File: src/rtl/ball_grid_scanner.sv
// Renders the ball position plus a short trail into an ASCII grid and
// streams it out one row per handshake, top row first.
module ball_grid_scanner #(
    parameter int         GRID_W      = 16,
    parameter int         GRID_H      = 16,
    parameter int         TRAIL_DEPTH = 2,
    parameter logic [7:0] CHAR_BALL   = 8'h6F,
    parameter logic [7:0] CHAR_TRAIL  = 8'h2E,
    parameter logic [7:0] CHAR_EMPTY  = 8'h5F
) (
    input  logic                clk_50,
    input  logic                reset_n,
    input  logic                pos_valid,
    output logic                pos_ready,
    input  logic [3:0]          ball_position_x,
    input  logic [3:0]          ball_position_y,
    output logic                row_valid,
    input  logic                row_ready,
    output logic [3:0]          row_index,
    output logic [GRID_W*8-1:0] row_data,
    output logic                frame_done,
    output logic [7:0]          frame_count
);

    localparam int         TN      = (TRAIL_DEPTH > 0) ? TRAIL_DEPTH : 1;
    localparam logic [3:0] TOP_ROW = 4'(GRID_H - 1);

    typedef enum logic [1:0] {
        IDLE,
        LOAD,
        SCAN
    } state_t;

    state_t state, state_next;

    logic                pos_ready_next;
    logic                row_valid_next;
    logic [3:0]          row_index_next;
    logic [GRID_W*8-1:0] row_data_next;
    logic                frame_done_next;
    logic [7:0]          frame_count_next;

    logic [3:0] snap_x, snap_y, snap_x_next, snap_y_next;
    logic       snap_valid, snap_valid_next;

    logic [3:0]    trail_x [TN];
    logic [3:0]    trail_y [TN];
    logic [3:0]    trail_x_next [TN];
    logic [3:0]    trail_y_next [TN];
    logic [TN-1:0] trail_valid, trail_valid_next;

    logic [3:0]          render_row;
    logic [GRID_W*8-1:0] render_data;

    // Row about to be registered: the top row on LOAD, else the one below.
    assign render_row = (state == LOAD) ? TOP_ROW : row_index - 4'd1;

    for (genvar gx = 0; gx < GRID_W; gx++) begin : g_col
        logic ball_hit;
        logic trail_hit;

        always_comb begin
            ball_hit  = snap_valid && (snap_x == 4'(gx))
                        && (snap_y == render_row);
            trail_hit = 1'b0;
            for (int i = 0; i < TRAIL_DEPTH; i++) begin
                if (trail_valid[i] && (trail_x[i] == 4'(gx))
                    && (trail_y[i] == render_row)) begin
                    trail_hit = 1'b1;
                end
            end
        end

        assign render_data[gx*8 +: 8] = ball_hit  ? CHAR_BALL  :
                                        trail_hit ? CHAR_TRAIL :
                                                    CHAR_EMPTY;
    end

    always_comb begin
        state_next       = state;
        pos_ready_next   = 1'b0;
        row_valid_next   = row_valid;
        row_index_next   = row_index;
        row_data_next    = row_data;
        frame_done_next  = 1'b0;
        frame_count_next = frame_count;
        snap_x_next      = snap_x;
        snap_y_next      = snap_y;
        snap_valid_next  = snap_valid;
        trail_x_next     = trail_x;
        trail_y_next     = trail_y;
        trail_valid_next = trail_valid;

        unique case (state)
            IDLE: begin
                pos_ready_next = 1'b1;
                row_valid_next = 1'b0;
                if (pos_valid && pos_ready) begin
                    trail_x_next[0]     = snap_x;
                    trail_y_next[0]     = snap_y;
                    trail_valid_next[0] = snap_valid;
                    for (int i = 1; i < TN; i++) begin
                        trail_x_next[i]     = trail_x[i-1];
                        trail_y_next[i]     = trail_y[i-1];
                        trail_valid_next[i] = trail_valid[i-1];
                    end
                    if (TRAIL_DEPTH == 0) begin
                        trail_valid_next = '0;
                    end
                    snap_x_next     = ball_position_x;
                    snap_y_next     = ball_position_y;
                    snap_valid_next = 1'b1;
                    pos_ready_next  = 1'b0;
                    state_next      = LOAD;
                end
            end
            LOAD: begin
                row_valid_next = 1'b1;
                row_index_next = TOP_ROW;
                row_data_next  = render_data;
                state_next     = SCAN;
            end
            SCAN: begin
                if (row_ready) begin
                    if (row_index != 4'd0) begin
                        row_index_next = row_index - 4'd1;
                        row_data_next  = render_data;
                    end else begin
                        row_valid_next   = 1'b0;
                        frame_done_next  = 1'b1;
                        frame_count_next = frame_count + 8'd1;
                        pos_ready_next   = 1'b1;
                        state_next       = IDLE;
                    end
                end
            end
            default: begin
                state_next = IDLE;
            end
        endcase
    end

    always_ff @(posedge clk_50 or negedge reset_n) begin
        if (!reset_n) begin
            state       <= IDLE;
            pos_ready   <= 1'b0;
            row_valid   <= 1'b0;
            row_index   <= 4'd0;
            row_data    <= {GRID_W{CHAR_EMPTY}};
            frame_done  <= 1'b0;
            frame_count <= 8'd0;
            snap_x      <= 4'd0;
            snap_y      <= 4'd0;
            snap_valid  <= 1'b0;
            trail_valid <= '0;
            for (int i = 0; i < TN; i++) begin
                trail_x[i] <= 4'd0;
                trail_y[i] <= 4'd0;
            end
        end else begin
            state       <= state_next;
            pos_ready   <= pos_ready_next;
            row_valid   <= row_valid_next;
            row_index   <= row_index_next;
            row_data    <= row_data_next;
            frame_done  <= frame_done_next;
            frame_count <= frame_count_next;
            snap_x      <= snap_x_next;
            snap_y      <= snap_y_next;
            snap_valid  <= snap_valid_next;
            trail_valid <= trail_valid_next;
            for (int i = 0; i < TN; i++) begin
                trail_x[i] <= trail_x_next[i];
                trail_y[i] <= trail_y_next[i];
            end
        end
    end

endmodule

File: config.mk
export PLATFORM = sky130hd
export DESIGN_NAME = ball_grid_scanner
export DESIGN_NICKNAME = d
export VERILOG_FILES = /design/src/rtl/ball_grid_scanner.sv
export SDC_FILE = /design/constraint.sdc
export NUM_CORES = 1
export LEC_CHECK = 0
export ABC_AREA = 1
export CORE_ASPECT_RATIO = 0.9
export CORE_UTILIZATION = 40
export DETAILED_ROUTE_END_ITERATION = 12
export GPL_TIMING_DRIVEN = 1
export PLACE_DENSITY = 0.69
export SYNTH_ARGS = -nofsm -noshare
export SYNTH_HDL_FRONTEND = slang
export SYNTH_SLANG_ARGS = --single-unit
File: constraint.sdc
create_clock -name clk_50 -period 2.2 [get_ports clk_50]
set_input_delay 0.44 -clock clk_50 [delete_from_list [all_inputs] [get_ports clk_50]]
set_output_delay 0.44 -clock clk_50 [all_outputs]
set_load 0.02 [all_outputs]
==> qor.yml <==
status: "finished, final reports clean"
wl_per_cell_um: 12.54
max_stage_delay_ps: 470
path_class: "reg -> reg"
worstPathRequired_ps: 2470
peakVddDrop_mv: 0.5202
finalHoldViolCount: 0
power_density_nw_per_um2: 1447
synth-seq-cells: 92
crit_cells: 10
cts.path.max_buffers: 2
timing.rr.end: "row_data[120]"
drtAntennaViolNets: 0
hold_class: "reg -> reg"
wl_met1_um: 5683
synthTopCellsByCount: "nand2_1 (172), nor2_1 (114), buf_4 (85), dfrtp_1 (60), inv_1 (44)"
syn_area_um2: 5250
fin_nets: 777
routed.top_layer: "met4"
leakage_nw: 2.991
r2r_cells: 10
synth_top_cell_by_area: "dfrtp_1"
antenna_found_initial: 0
area_delta_synth_final_pct: 20.97
yosysSeqAreaShare_pct: 44.61
start_util_pct: 41.22
place_congestion: 0.9025
arrival_ps: 2230
dieArea_um2: 13590
final.fill_count: 1231
synthCells: 687
endpoint: "row_data[120]"
core_area_um2: 12740
drc: 0
dp_slack_ps: 174.5
rsz0062_at_grt: "false"
pin_count: 155
avgSynthCellArea_um2: 7.642
cts_sinks: 92
wl_met3_um: 518
numCtsBuffers: 9
tns_ps: 0
worstSkewPairLatency_ps: 340
viasPerCell: 4.671
dp_hpwl_um: 8432
max_freq_mhz: 508.1
synth_edf_count: 0
cts_tree: "done"
grt_pass1_vias: 3900
drive_above_1_share_pct: 9.896
synth_top_cell_area_share_pct: 28.60
grt_max_degree: 48
worst-path-buf-inv: 0
drtIter0Drc: 335
r2r-start: "row_index[2]"
yosysMostFrequentCell: "nand2_1"
first_pass_iters: 6
ys_top_cells_by_area: "dfrtp_1 (29%), dfstp_2 (16%), nand2_1 (12%)"
worst_path_most_repeated_cell: "nand2_1"
post-route-period-util_pct: 89.47
dp_cells: 913
overflow: 0
grt_usage_pct: 17.95
cts-root-buf: "clkbuf_16"
num_vias: 4353
regToRegSetupSlack_ps: 230
cts-htree-levels: 3
async_flop_share_pct: 100.0
utilization_pct: 49.87
crit_family: "simple AND/OR/NAND/NOR gates"
cp-end-kind: "register"
die_w_um: 122.8
fin_ws_ps: 231.7
startpoint: "row_index[2]"
clkTransAtPathRegs_ps: 70
diodes: 0
synth_cell_types: 29
critPathLaunchType: "register"
ys.flop_type: "dfrtp_1"
grt_pass1_wl_um: 19340
dpl_cell_area_um2: 6010
worst_path_max_delay_cell: "nand2_1"
maxSlewViolCount: 0
fin_cells: 932
drv_cap: 0
hold_start: "frame_count[7]"
die_h_um: 110.7
routed-wl-met2_um: 5331
finalClockSkew_ps: 10.18
rows: 39
crit_chain: "nor2_1, nand2_1, nand2_1, nand3_1, nand2_1, nand4_1, nand2_1, nand2_1, nand2_1, nand2_1"
tightest_slew_ps: 558.8
finalSetupViolations: 0
drt_wl_total_um: 11690
max-slew-margin-rel_pct: 62.66
synth_warnings: 0
final.min_clock_period_ps: 1968
stdcell_area_um2: 6351
crit_fanout: 16
portBuffers: 90
==> through the flow <==
stage / total power, mW / hold WS (ps)
5_1_grt: 9.889 / 495.5
2_1_floorplan: 6.087 / 144.4
6_report: 9.188 / 467.1
3_3_place_gp: 7.477 / 342.8
4_1_cts: 9.065 / 471.9
3_5_place_dp: 7.537 / 340.2
==> report_power, final <==
group / internal [mW] / switching (mW) / total (mW)
Sequential: 2.47 / 0.510 / 2.99
Combinational: 1.81 / 2.90 / 4.71
Clock: 0.838 / 0.660 / 1.50
Total: 5.12 / 4.07 / 9.19
==> area by class of cell <==
class | count | area (um^2) | area share, %
clock inverters | 5 | 35.03 | 0.5516
repair buffers | 106 | 1096 | 17.26
clock buffers | 11 | 254.0 | 3.999
well taps | 164 | 205.2 | 3.231
inverters | 49 | 183.9 | 2.896
multi-input cells | 505 | 2235 | 35.19
flip-flops and latches | 92 | 2342 | 36.88
==> worst min path at each step <==
stage	to	slack (ps)	depth (start not counted)
floorplan	frame_count[0]	140	0
detailed placement	row_data[85]	340	1
finish	frame_count[7]	470	1
global placement	row_data[85]	340	1
global route	row_data[100]	500	2
CTS	frame_count[7]	470	1
==> registers in the layout, summed over array words and instances, names as in the netlist, 2 cells and up <==
register and cells:
trail_y 8, state 2, trail_x 8, snap_x 4, row_data 48, frame_count 8
row_index 4, snap_y 4, trail_valid 2
==> layer usage <==
layer,vias to the layer above,global-route usage [%]
li1,2194,-
met1,2008,26.66
met2,137,27.19
met3,14,1.903
met4,0,5.772
met5,-,0
==> kinds of logic (layout without fill, tap and decap cells) <==
| group | count (synthesis) | in the layout | share of synthesized area [%] |
|---|---|---|---|
| AND/OR/NAND/NOR | 358 | 358 | 28.62 |
| buffers and inverters | 152 | 171 | 17.47 |
| flip-flops | 92 | 92 | 44.61 |
| AO/OA/AOI/OAI | 71 | 71 | 7.006 |
| XOR/XNOR | 10 | 10 | 1.668 |
| adder cells (fa/ha/maj) | 2 | 2 | 0.4766 |
| other | 2 | 64 | 0.1430 |
==> cell usage in the layout, fill, tap and decap left out, types with 4 or more instances in the layout <==
cell / n
inv_2: 4
buf_12: 6
clkdlybuf4s50_1: 89
inv_1: 44
dfrtp_1: 60
dfstp_2: 32
nand2_1: 172
clkbuf_16: 10
nor3_1: 5
o21ai_0: 40
a21oi_1: 26
nand4_1: 23
buf_4: 10
nor2_1: 112
conb_1: 64
nand3_1: 37
xor2_1: 5
xnor2_1: 5
==> what timing repair did <==
action / CTS / global route
setup endpoints to repair: 0 / 17
hold buffers: 1 / 0
endpoints found under the hold margin: 7 / 0
gates resized for setup: 0 / 1
setup buffers: 0 / 2
Note: power is estimated with default switching activity, not from simulation.
